### config.mk
export PLATFORM = sky130hd
export DESIGN_NAME = gpio_scan_master
export DESIGN_NICKNAME = d
export VERILOG_FILES = /design/src/rtl/gpio_scan_master.sv
export SDC_FILE = /design/constraint.sdc
export NUM_CORES = 1
export LEC_CHECK = 0
export CORE_MARGIN = 3
export CORE_UTILIZATION = 25
export DETAILED_ROUTE_END_ITERATION = 7
export GPL_TIMING_DRIVEN = 0
export HOLD_SLACK_MARGIN = 0.08
export PLACE_DENSITY_LB_ADDON = 0.25
export SYNTH_ARGS = -nofsm -noshare
export SYNTH_HDL_FRONTEND = slang
export SYNTH_SLANG_ARGS = --single-unit
### constraint.sdc
create_clock -name clk -period 1.8 [get_ports clk]
set_clock_uncertainty 0.05 [all_clocks]
set_input_delay 0.45 -clock clk [delete_from_list [all_inputs] [get_ports clk]]
set_output_delay 0.45 -clock clk [all_outputs]
set_load 0.005 [all_outputs]
### src/rtl/gpio_scan_master.sv
`default_nettype none
// ============================================================================
//  Module      : gpio_scan_master
//  Description : Serial scan master for a GPIO-attached SRAM test chip.
//                Accepts one command, shifts the packet
//                {csb, web, addr, wdata} MSB first into the chip on gpio_in,
//                strobes gpio_sram_load, then for reads shifts DATA_WIDTH bits
//                back on gpio_out and reports the data plus a compare flag.
//
//  Ports       : clk, reset             - clock, synchronous active-high reset
//                cmd_*                  - command handshake and fields
//                rsp_*                  - response handshake, data, mismatch
//                gpio_clk/scan/in/sram_load, global_csb - outputs to the chip
//                gpio_out               - serial data returned by the chip
//
//  Revision    : 1.0 - initial release
// ============================================================================
module gpio_scan_master #(
    parameter int ADDR_WIDTH  = 8,
    parameter int DATA_WIDTH  = 8,
    parameter int CLK_DIV     = 2,
    parameter int LOAD_CYCLES = 1
) (
    input  logic                  clk,
    input  logic                  reset,
    input  logic                  cmd_valid,
    output logic                  cmd_ready,
    input  logic                  cmd_csb,
    input  logic                  cmd_web,
    input  logic [ADDR_WIDTH-1:0] cmd_addr,
    input  logic [DATA_WIDTH-1:0] cmd_wdata,
    input  logic [DATA_WIDTH-1:0] cmd_expect,
    output logic                  rsp_valid,
    input  logic                  rsp_ready,
    output logic [DATA_WIDTH-1:0] rsp_rdata,
    output logic                  rsp_mismatch,
    output logic                  gpio_clk,
    output logic                  gpio_scan,
    output logic                  gpio_in,
    output logic                  gpio_sram_load,
    output logic                  global_csb,
    input  logic                  gpio_out
);

    localparam int PKT_WIDTH = ADDR_WIDTH + DATA_WIDTH + 2;

    // Bit counter spans the longest of the three scan sequences.
    localparam int c_MAX_A   = (PKT_WIDTH > DATA_WIDTH) ? PKT_WIDTH : DATA_WIDTH;
    localparam int c_MAX_CNT = (c_MAX_A > LOAD_CYCLES) ? c_MAX_A : LOAD_CYCLES;
    localparam int c_CNT_W   = $clog2(c_MAX_CNT + 1);
    localparam int c_DIV_W   = (CLK_DIV > 1) ? $clog2(CLK_DIV) : 1;

    localparam logic [c_DIV_W-1:0] c_DIV_LAST  = c_DIV_W'(CLK_DIV - 1);
    localparam logic [c_CNT_W-1:0] c_PKT_LAST  = c_CNT_W'(PKT_WIDTH - 1);
    localparam logic [c_CNT_W-1:0] c_LOAD_LAST = c_CNT_W'(LOAD_CYCLES - 1);
    localparam logic [c_CNT_W-1:0] c_DATA_LAST = c_CNT_W'(DATA_WIDTH - 1);

    localparam logic [2:0] c_S_IDLE      = 3'd0;
    localparam logic [2:0] c_S_SHIFT_IN  = 3'd1;
    localparam logic [2:0] c_S_LOAD      = 3'd2;
    localparam logic [2:0] c_S_SHIFT_OUT = 3'd3;
    localparam logic [2:0] c_S_RESP      = 3'd4;

    logic [2:0]            r_state;
    logic [2:0]            w_next_state;
    logic [c_DIV_W-1:0]    r_div;
    logic                  r_phase;       // 0 = gpio_clk low half, 1 = high half
    logic [c_CNT_W-1:0]    r_cnt;
    logic [PKT_WIDTH-1:0]  r_shift;
    logic                  r_web;
    logic [DATA_WIDTH-1:0] r_expect;
    logic [DATA_WIDTH-1:0] r_rdata;

    logic w_busy;
    logic w_half_end;
    logic w_tick;
    logic w_sample;

    assign w_busy     = (r_state == c_S_SHIFT_IN) || (r_state == c_S_LOAD) ||
                        (r_state == c_S_SHIFT_OUT);
    assign w_half_end = (r_div == c_DIV_LAST);
    // End of a whole scan cycle: last clk of the high half. State changes here,
    // so every state-derived output moves on the first clk of a low half.
    assign w_tick     = w_busy && r_phase && w_half_end;
    // Chip data is stable through the low half; take it on its last clk.
    assign w_sample   = (r_state == c_S_SHIFT_OUT) && !r_phase && w_half_end;

    // ------------------------------------------------------------------------
    // State register
    // ------------------------------------------------------------------------
    always_ff @(posedge clk) begin
        if (reset) begin
            r_state <= c_S_IDLE;
        end else begin
            r_state <= w_next_state;
        end
    end

    // ------------------------------------------------------------------------
    // Next-state logic
    // ------------------------------------------------------------------------
    always_comb begin
        w_next_state = r_state;
        case (r_state)
            c_S_IDLE: begin
                if (cmd_valid) w_next_state = c_S_SHIFT_IN;
            end
            c_S_SHIFT_IN: begin
                if (w_tick && (r_cnt == c_PKT_LAST)) w_next_state = c_S_LOAD;
            end
            c_S_LOAD: begin
                if (w_tick && (r_cnt == c_LOAD_LAST))
                    w_next_state = r_web ? c_S_SHIFT_OUT : c_S_RESP;
            end
            c_S_SHIFT_OUT: begin
                if (w_tick && (r_cnt == c_DATA_LAST)) w_next_state = c_S_RESP;
            end
            c_S_RESP: begin
                if (rsp_ready) w_next_state = c_S_IDLE;
            end
            default: w_next_state = c_S_IDLE;
        endcase
    end

    // ------------------------------------------------------------------------
    // Output decode
    // ------------------------------------------------------------------------
    always_comb begin
        cmd_ready      = 1'b0;
        rsp_valid      = 1'b0;
        gpio_scan      = 1'b0;
        gpio_in        = 1'b0;
        gpio_sram_load = 1'b0;
        global_csb     = 1'b1;
        rsp_mismatch   = 1'b0;
        case (r_state)
            c_S_IDLE: begin
                cmd_ready = 1'b1;
            end
            c_S_SHIFT_IN: begin
                gpio_scan  = 1'b1;
                gpio_in    = r_shift[PKT_WIDTH-1];
                global_csb = 1'b0;
            end
            c_S_LOAD: begin
                gpio_sram_load = 1'b1;
                global_csb     = 1'b0;
            end
            c_S_SHIFT_OUT: begin
                gpio_scan  = 1'b1;
                global_csb = 1'b0;
            end
            c_S_RESP: begin
                rsp_valid    = 1'b1;
                rsp_mismatch = r_web && (r_rdata != r_expect);
            end
            default: begin
                cmd_ready = 1'b0;
            end
        endcase
    end

    assign gpio_clk  = r_phase;
    assign rsp_rdata = r_rdata;

    // ------------------------------------------------------------------------
    // Divider, bit counter and shift datapath
    // ------------------------------------------------------------------------
    always_ff @(posedge clk) begin
        if (reset) begin
            r_div    <= '0;
            r_phase  <= 1'b0;
            r_cnt    <= '0;
            r_shift  <= '0;
            r_web    <= 1'b0;
            r_expect <= '0;
            r_rdata  <= '0;
        end else if (r_state == c_S_IDLE) begin
            r_div   <= '0;
            r_phase <= 1'b0;
            r_cnt   <= '0;
            if (cmd_valid) begin
                r_shift  <= {cmd_csb, cmd_web, cmd_addr, cmd_wdata};
                r_web    <= cmd_web;
                r_expect <= cmd_expect;
                r_rdata  <= '0;
            end
        end else if (w_busy) begin
            if (w_half_end) begin
                r_div   <= '0;
                r_phase <= ~r_phase;
            end else begin
                r_div <= r_div + 1'b1;
            end
            if (w_tick) begin
                // Restart the count whenever the scan sequence changes state.
                r_cnt <= (w_next_state != r_state) ? '0 : r_cnt + 1'b1;
                if (r_state == c_S_SHIFT_IN) begin
                    r_shift <= {r_shift[PKT_WIDTH-2:0], 1'b0};
                end
            end
            if (w_sample) begin
                r_rdata <= {r_rdata[DATA_WIDTH-2:0], gpio_out};
            end
        end
    end

endmodule
`default_nettype wire

==> results of run 1 <==
## metal layers
metal,up-vias,wire length [µm],global-route usage [%]
met3,9,367,2.84
met1,902,2860,17.0
met5,-,0,0
li1,987,-,-
met2,66,2620,17.1
met4,0,63,2.90
## cell usage in the layout (no fill, tap or decap), types with 2 or more instances in the layout
cell type and n:
nor2_2 3, buf_2 6, dfxtp_4 4, dfxtp_1 37, o22ai_4 2, nand2b_1 5, a211oi_2 10, a21oi_1 14
o21ai_0 2, nor4_2 2, ha_4 3, nand2_1 29, a21oi_2 4, o21ba_2 2, buf_4 18, xor2_1 11
a211oi_1 8, a22o_1 8, buf_6 5, clkbuf_8 5, dfxtp_2 4, nor2_1 22, inv_4 2, clkdlybuf4s50_1 39
nand3_1 3, nor2_4 3, mux2i_1 17, nor3_4 2, nand4_1 3
## flip-flops by register name, summed over array words and instances (netlist names)
register,count
r_state,3
rsp_rdata,8
r_web,1
r_div,1
gpio_clk,1
r_expect,8
r_shift,18
r_cnt,5
## what timing repair did
action / CTS / global route
buffers inserted: 12 / 8
pin swaps: 6 / 15
setup endpoints to repair: 42 / 31
hold buffers: 0 / 0
gates resized for setup: 48 / 37
## power by group
group          internal [W]  switching (W)
logic              0.000232       0.000203
clock network      0.000404       0.000345
registers           0.00104      0.0000365
## cell families after synthesis
group,after synthesis,share of synthesized area [%]
AND/OR/NAND/NOR,86,19.8
AO/OA/AOI/OAI,59,22.0
multiplexers,17,7.58
flip-flops,45,40.2
XOR/XNOR,11,4.29
buffers and inverters,17,4.46
adder cells (fa/ha/maj),3,1.67
## tightest hold or removal path: cells and delay by family, from the launching register on
family | cells | cell delay (ns)
flops | 1 | 0.32
simple gates | 1 | 0.05
compound gates | 1 | 0.05
## worst paths after layout
kind | start | to | slack [ns] | cells after the start
min reg2reg | r_expect[4] | r_expect[4] | 0.42 | 2
max reg2reg | r_cnt[0] | r_cnt[0] | -0.03 | 7
min | r_expect[4] | r_expect[4] | 0.42 | 2
max | r_state[0] | rsp_mismatch | -0.11 | 6
## area by class of cell
class                           instances  area [µm²]
Buffer                                 12        95.1
Timing Repair Buffer                   64         592
Clock inverter                          2        35.0
Inverter                                3        16.3
Sequential cell                        45         921
Fill cell                             829        5180
Tap cell                              105         131
Multi-Input combinational cell        176        1430
Clock buffer                            5        68.8
## per-stage QoR
stage | total power [W] | area [µm²] | cells
6_report | 0.00226 | 3290 | 412
5_1_grt | 0.00237 | 3290 | 412
3_5_place_dp | 0.00148 | 2840 | 389
2_1_floorplan | 0.00134 | 2240 | 238
4_1_cts | 0.00227 | 3090 | 406
3_3_place_gp | 0.00148 | 2840 | 389
==> reports/qor.yml, run 1 <==
htreeDepth: 2
cp.arrival_ns: 1.41
violations: "negative setup slack"
ys_seq_area_share_pct: 40.2
syn_area_per_cell_um2: 9.43
detail_route.wirelength_mm: 5.91
clk_pin_slew_ns: 0.08
syn-num-nets: 272
fp-row-count: 33
drv_slew: 0
synth_area_leaders: "dfxtp_1 (40%), mux2i_1 (7.6%), a211oi_2 (5.0%), nand2_1 (5.0%), xor2_1 (4.3%)"
p_per_area_nw_per_um2: 689
num_antenna_cells: 0
gp_congestion: 0.798
numCtsBuffers: 5
period_share_pct: 106
track_usage_pct: 11.6
cap_violations: 0
tightestPinTransition_ns: 0.489
max_stage_delay_ns: 0.38
yosysMostFrequentCell: "dfxtp_1"
drc_errors: 0
slew_headroom_pct: 67.4
root_buffer: "clkbuf_8"
synth.top_cell.area_share_pct: 40.2
p_leak_nw: 1.32
synth_cell_types: 47
final-setup-viol-count: 3
ys_seq_elements: 45
cts_sinks: 45
grt_pass1_vias: 1879
dieArea_um2: 10100
whs_ns: 0.419
core_um2: 8460
setup_slack_ns: -0.110
grt_pass1_wl_mm: 9.49
crit_chain: "clkbuf_16 -> nor2_4 -> and2_4 -> nand2_2 -> a21oi_2 -> buf_2"
endpoint_kind: "output port"
yosysTopAreaCell: "dfxtp_1"
numPortBuffers: 46
wl_per_cell_um: 14.3
synth_flop_cell: "dfxtp_1"
post-place-ws_ns: -0.554
hold_viol_final: 0
ant_nets: 0
synth_edf_count: 0
dp_hpwl_mm: 3.95
criticalPathCategory: "reg2out"
critPathSlowestCell: "dfxtp_4"
period_needed_ns: 1.91
via_per_inst: 4.77
synthTopCellsByCount: "dfxtp_1 (45), nand2_1 (30), nor2_1 (25)"
max_freq_ghz: 0.524
drt_iter0_drc: 157
status: "complete, but fails checks"
synthCells: 238
crit_buf_inv: 2
final_core_util_pct: 38.8
route.vias.total: 1964
peakVddDrop_v: 0.000327
grt_max_degree: 19
syn_area_um2: 2240
initial_core_util_pct: 26.5
drive_gt1_share_pct: 31.3
rsz0062_at_grt: "true"
ios: 47
cts_max_path_buffers: 2
area_delta_synth_final_pct: 46.5
setup_tns_ns: -0.198
path_delay_family: "flip-flops"
final_nets: 341
holdCritPathClass: "reg2reg"
drt-pass1-iter-count: 4
antenna_found_initial: 0
grt_overflow: 0
insertion_delay_ns: 0.30
yosysWarnings: 0
cp.required_ns: 1.30
cts_tree: "built"
start_kind: "flip-flop"
die_w_um: 101
crit_fanout: 5
ys_async_sr_fraction_pct: 0
dieHeight_um: 101
(Power assumes the default switching activity.)
==> run 2, diff against run 1 <==
--- a/config.mk
+++ b/config.mk
@@ -7,5 +7,5 @@
 export LEC_CHECK = 0
 export CORE_MARGIN = 3
-export CORE_UTILIZATION = 25
+export CORE_UTILIZATION = 46
 export DETAILED_ROUTE_END_ITERATION = 7
 export GPL_TIMING_DRIVEN = 0
==> constraint.sdc (replaced) <==
create_clock -name clk -period 1.8 [get_ports clk]
set_clock_uncertainty 0.05 [all_clocks]
set_input_delay 0.45 -clock clk [delete_from_list [all_inputs] [get_ports clk]]
set_output_delay 0.45 -clock clk [all_outputs]
set_load 0.02 [all_outputs]
==> run 2 against run 1 <==
Clock power grew 6.9%. Worst setup slack gained 0.010 ns. Power grew 3.4%. Sequential power is essentially flat. Critical path type unchanged. Worst hold slack lost 0.0019 ns. Routed wire length shrank 0.76%. Die area shrank 43%. Non-clock buffer count grew 7. Highest routed layer unchanged. First-iteration DRC count shrank 35%. The run still ends with negative setup slack left.
==> reports/qor.yml, run 2 (same netlist as run 1, synthesis figures left out) <==
grt_pass1_wl_mm: 8.47  # -11%
cp.required_ns: 1.30  # about the same
holdCritPathClass: "reg2reg"
grt_use_met3_pct: 3.56  # +0.72 points
criticalPathCategory: "reg2out"
fillers: 342  # -59%
endpoint_kind: "output port"
largest_reg_flops: 18  # unchanged
max_freq_ghz: 0.526  # +0.53%
status: "complete, but fails checks"
peakVddDrop_v: 0.000487  # +49%
start_kind: "flip-flop"
p_int_w: 0.00174  # +3.4%
final_nets: 348  # +2.1%
die_w_um: 75.8  # -25%
violations: "negative setup slack"
p_sw_w: 0.000604  # +3.4%
power_frac_seq_pct: 46.1  # -1.6 points
post-place-ws_ns: -0.539  # +0.0148 ns
p_clk_share_pct: 34.2  # +1.1 points
htreeDepth: 2  # unchanged
mostFrequentLayoutCell: "dfxtp_1"
antenna_found_initial: 0  # unchanged
hold_viol_final: 0  # unchanged
p_leak_nw: 1.42  # +7.6%
dieHeight_um: 75.8  # -25%
tightestPinTransition_ns: 0.497  # +0.00762 ns
use_met1_pct: 24.8  # +7.8 points
swShare_pct: 25.8  # about the same
cap_violations: 0  # unchanged
drt_iter0_drc: 102  # -35%
dp_hpwl_mm: 3.60  # -9.0%
grt_max_degree: 14  # -5
cts_sinks: 45  # unchanged
grtUsageMet2_pct: 31.2  # +14 points
core_um2: 4530  # -46%
drv_slew: 0  # unchanged
grt_pass1_vias: 1847  # -1.7%
final-setup-viol-count: 3  # unchanged
dieArea_um2: 5750  # -43%
route.vias.total: 2037  # +3.7%
area_delta_synth_final_pct: 46.2
setup_slack_ns: -0.100  # +0.0100 ns
numPortBuffers: 46  # unchanged
detail_route.wirelength_mm: 5.86  # -0.76%
fp-row-count: 24  # -27%
p_total_w: 0.00234  # +3.4%
crit_fanout: 4  # -1
gp_congestion: 0.840  # +5.3%
grt_overflow: 0  # unchanged
ant_nets: 0  # unchanged
p_per_area_nw_per_um2: 713  # +3.5%
insertion_delay_ns: 0.31  # about the same
final_cell_mix: "dfxtp_1 (34), clkdlybuf4s50_1 (30), nand2_1 (29)"
pwr-share-comb_pct: 19.6  # +0.4 points
rsz0062_at_grt: "true"
top_register: "r_shift"
period_needed_ns: 1.90  # -0.0100 ns
cts-hold-fix-buffers: 0  # unchanged
wl_per_cell_um: 15.4  # +7.6%
final_core_util_pct: 72.4  # +34 points
numCtsBuffers: 5  # unchanged
busiest_layer: "met2"
drive_gt1_share_pct: 33.3  # +2.1 points
via_per_inst: 5.36  # +12%
period_share_pct: 106  # -0.56 points
num_antenna_cells: 0  # unchanged
root_buffer: "clkbuf_8"
cts_max_path_buffers: 2  # unchanged
cp.arrival_ns: 1.40  # about the same
drc_errors: 0  # unchanged
initial_core_util_pct: 49.5  # +23 points
ios: 47  # unchanged
slew_headroom_pct: 66.9  # -0.51 points
cts_tree: "built"
clk_pin_slew_ns: 0.08  # about the same
drt-pass1-iter-count: 4  # unchanged
whs_ns: 0.417  # -0.00188 ns
track_usage_pct: 19.3  # +7.7 points
-- run 2: changes by cell type in the layout (fill, tap and decap cells not counted), sizes merged --
cell / before / now
buf: 30 / 38
clkbuf: 9 / 11
clkdlybuf4s50: 39 / 30
clkinv: 1 / 0
dlygate4sd2: 1 / 9
-- run 2: final timing paths --
check	from	endpoint	slack [ns]	cells past startpoint
setup / recovery	r_state[0]	rsp_mismatch	-0.10	6
hold / removal	r_expect[2]	r_expect[2]	0.42	2
setup reg to reg	r_div	r_cnt[1]	0.03	5
hold reg to reg	r_expect[2]	r_expect[2]	0.42	2
-- run 2: metrics by stage --
| step | instance area [µm²] | TNS (ns) | std cells |
|---|---|---|---|
| 2_1_floorplan | 2250 | 0 | 238 |
| 3_3_place_gp | 2790 | -14.93 | 349 |
| 3_5_place_dp | 2790 | -16.78 | 349 |
| 4_1_cts | 3030 | -0.307 | 363 |
| 5_1_grt | 3280 | -0.480 | 380 |
| 6_report | 3280 | -0.110 | 380 |
-- run 2: routing by layer --
metal	routed length, µm	up-vias
met5	0	-
met1	2490	956
met4	176	0
li1	-	1005
met2	2950	59
met3	248	17
-- run 2: power groups by stage --
stage | clock network (W) | registers [W] | logic [W]
after floorplan | 0 | 0.00110 | 0.000255
after global placement | 0 | 0.00110 | 0.000378
after detailed placement | 0 | 0.00110 | 0.000383
after CTS | 0.000795 | 0.00108 | 0.000412
after global routing | 0.000862 | 0.00109 | 0.000495
final | 0.000801 | 0.00108 | 0.000459
-- run 2: layout make-up --
class	instances	area [µm²]	area share (%)
Buffer	12	95.1	2.90
Multi-Input combinational cell	176	1410	42.9
Clock buffer	7	86.3	2.63
Timing Repair Buffer	71	646	19.7
Inverter	3	11.3	0.343
Clock inverter	1	30.0	0.915
Tap cell	65	81.3	2.48
Sequential cell	45	925	28.2
-- run 2: repair_timing --
action	CTS	global route
setup buffers	6	20
resized for setup	63	39
gates cloned	0	0
setup endpoints to repair	51	26
pin swaps	4	16
-- run 2: worst max-delay path, cell delays in order (launching register included) --
cell	delay [ns]
dfxtp_4	0.37
clkbuf_16	0.15
nor2_4	0.10
and2_4	0.18
nand2_4	0.05
a21oi_2	0.13
buf_6	0.13
==> run 3, diff against run 2 <==
- ABC_CLOCK_PERIOD_IN_PS: unset -> 2300
- CORE_UTILIZATION: 46 -> 55
- CTS_CLUSTER_DIAMETER: unset -> 120
- clock period: 1.8 -> 2.3 ns (I/O delays scaled with it)
==> run 3 against run 2 <==
The run now ends clean. Global-route usage increased by 3.2 points. Flip-flop and latch count stayed put. Critical endpoint is now cmd_ready. Final area shrank 11%. Largest power group unchanged. Routed wire length shrank 9.0%. Worst setup slack improved by 0.17 ns.
==> reports/qor.yml, run 3 (same netlist as run 1, synthesis figures left out) <==
status: "finished clean"
final_nets: 328  # -5.7%
period_share_pct: 97.2
slew_headroom_pct: 59.0  # -7.9 points
cap_violations: 0  # unchanged
drive_gt1_share_pct: 16.9  # -16 points
cts_max_path_buffers: 2  # unchanged
largest_reg_flops: 18  # unchanged
p_per_area_nw_per_um2: 610  # -14%
crit_chain: "buf_2 -> nor3_2 -> buf_6 -> buf_12 -> clkdlybuf4s15_1"
grt_pass1_vias: 1942  # +5.1%
period_needed_ns: 2.23
fp-row-count: 22  # -8.3%
cts_sinks: 45  # unchanged
crit_fanout: 10  # +6
holdCritPathClass: "reg2reg"
clk_pin_slew_ns: 0.08  # about the same
drv_slew: 0  # unchanged
max_stage_delay_ns: 0.33  # -0.04 ns
mostFrequentLayoutCell: "dfxtp_1"
endpoint_kind: "output port"
max_freq_ghz: 0.447
cts_tree: "built"
route.vias.total: 1976  # -3.0%
final_core_util_pct: 76.9  # +4.6 points
start_kind: "flip-flop"
tightestPinTransition_ns: 0.615  # +0.118 ns
die_w_um: 69.9  # -7.9%
core_um2: 3800  # -16%
dieHeight_um: 69.9  # -7.9%
hold_viol_final: 0  # unchanged
ios: 47  # unchanged
numCtsBuffers: 5  # unchanged
cp.arrival_ns: 1.61  # +0.21 ns
grt_overflow: 0  # unchanged
grt_max_degree: 14  # unchanged
dieArea_um2: 4880  # -15%
setup_tns_ns: 0  # +0.110 ns
track_usage_pct: 22.5  # +3.2 points
gp_congestion: 0.869  # +3.5%
critPathSlowestCell: "dfxtp_1"
top_register: "r_shift"
area_delta_synth_final_pct: 30.3
drt-pass1-iter-count: 4  # unchanged
numPortBuffers: 46  # unchanged
antenna_found_initial: 0  # unchanged
rsz0062_at_grt: "false"
criticalPathCategory: "reg2out"
drc_errors: 0  # unchanged
num_antenna_cells: 0  # unchanged
whs_ns: 0.425  # +0.00741 ns
root_buffer: "clkbuf_8"
p_leak_nw: 1.20  # -15%
final-setup-viol-count: 0  # -3
htreeDepth: 2  # unchanged
detail_route.wirelength_mm: 5.34  # -9.0%
drt_iter0_drc: 202  # +98%
ant_nets: 0  # unchanged
cp.required_ns: 1.67  # +0.37 ns
dp_hpwl_mm: 3.74  # +4.0%
p_total_w: 0.00178  # -24%
insertion_delay_ns: 0.30  # about the same
wl_per_cell_um: 15.6  # +0.81%
peakVddDrop_v: 0.000543  # +12%
initial_core_util_pct: 59.1  # +9.6 points
via_per_inst: 5.76  # +7.5%
grt_pass1_wl_mm: 8.94  # +5.6%
final_cell_mix: "dfxtp_1 (44), clkdlybuf4s50_1 (40), nand2_1 (30)"
run 3: worst max-delay path: cells and delay by family, from the launching register on:
| kind | cells | cell delay (ns) |
|---|---|---|
| and+or+nand+nor | 1 | 0.20 |
| DFF | 1 | 0.33 |
| buffers and inverters | 4 | 0.77 |
run 3: power breakdown:
| part | leakage (nW) | switching (W) | internal [W] |
|---|---|---|---|
| registers | 0.369 | 0.0000264 | 0.000821 |
| logic | 0.773 | 0.000153 | 0.000157 |
| clock network | 0.0585 | 0.000272 | 0.000354 |
| total | 1.20 | 0.000451 | 0.00133 |
run 3: what timing repair did:
action                     4_1_cts  5_1_grt
resized for setup               17        3
pin swaps                        1        1
setup buffers                    1        2
setup endpoints to repair        6        2
hold buffers                     0        0
run 3: final cells by class:
| class | instances | area (µm²) |
|---|---|---|
| plain buffers | 14 | 96.3 |
| clock buffers | 7 | 86.3 |
| clock inverters | 1 | 30.0 |
| fillers | 282 | 876 |
| inverters | 3 | 11.3 |
| multi-input cells | 176 | 1260 |
| flip-flops and latches | 45 | 902 |
| well taps | 48 | 60.1 |
| repair buffers | 49 | 475 |
run 3: through the flow:
stage,setup WS [ns],area (µm²),std cells
after floorplan,0.226,2240,238
after global placement,-0.213,2760,332
after detailed placement,-0.211,2760,332
after CTS,0.00404,2900,341
after global routing,0.00403,2920,343
final,0.0652,2920,343
run 3: final timing paths:
kind         depth (start not counted)  startpoint  slack (ns)          to
max reg2reg                          6    r_cnt[0]        0.29    r_cnt[0]
min reg2reg                          2  r_shift[0]        0.42  r_shift[0]
min                                  2  r_shift[0]        0.42  r_shift[0]
max                                  5  r_state[2]        0.07   cmd_ready
run 3: per-layer routing:
layer	track usage, %	share of wire (%)
met5	0	0
met4	9.36	2.8
met3	6.04	4.9
met2	38.5	49
met1	26.6	43
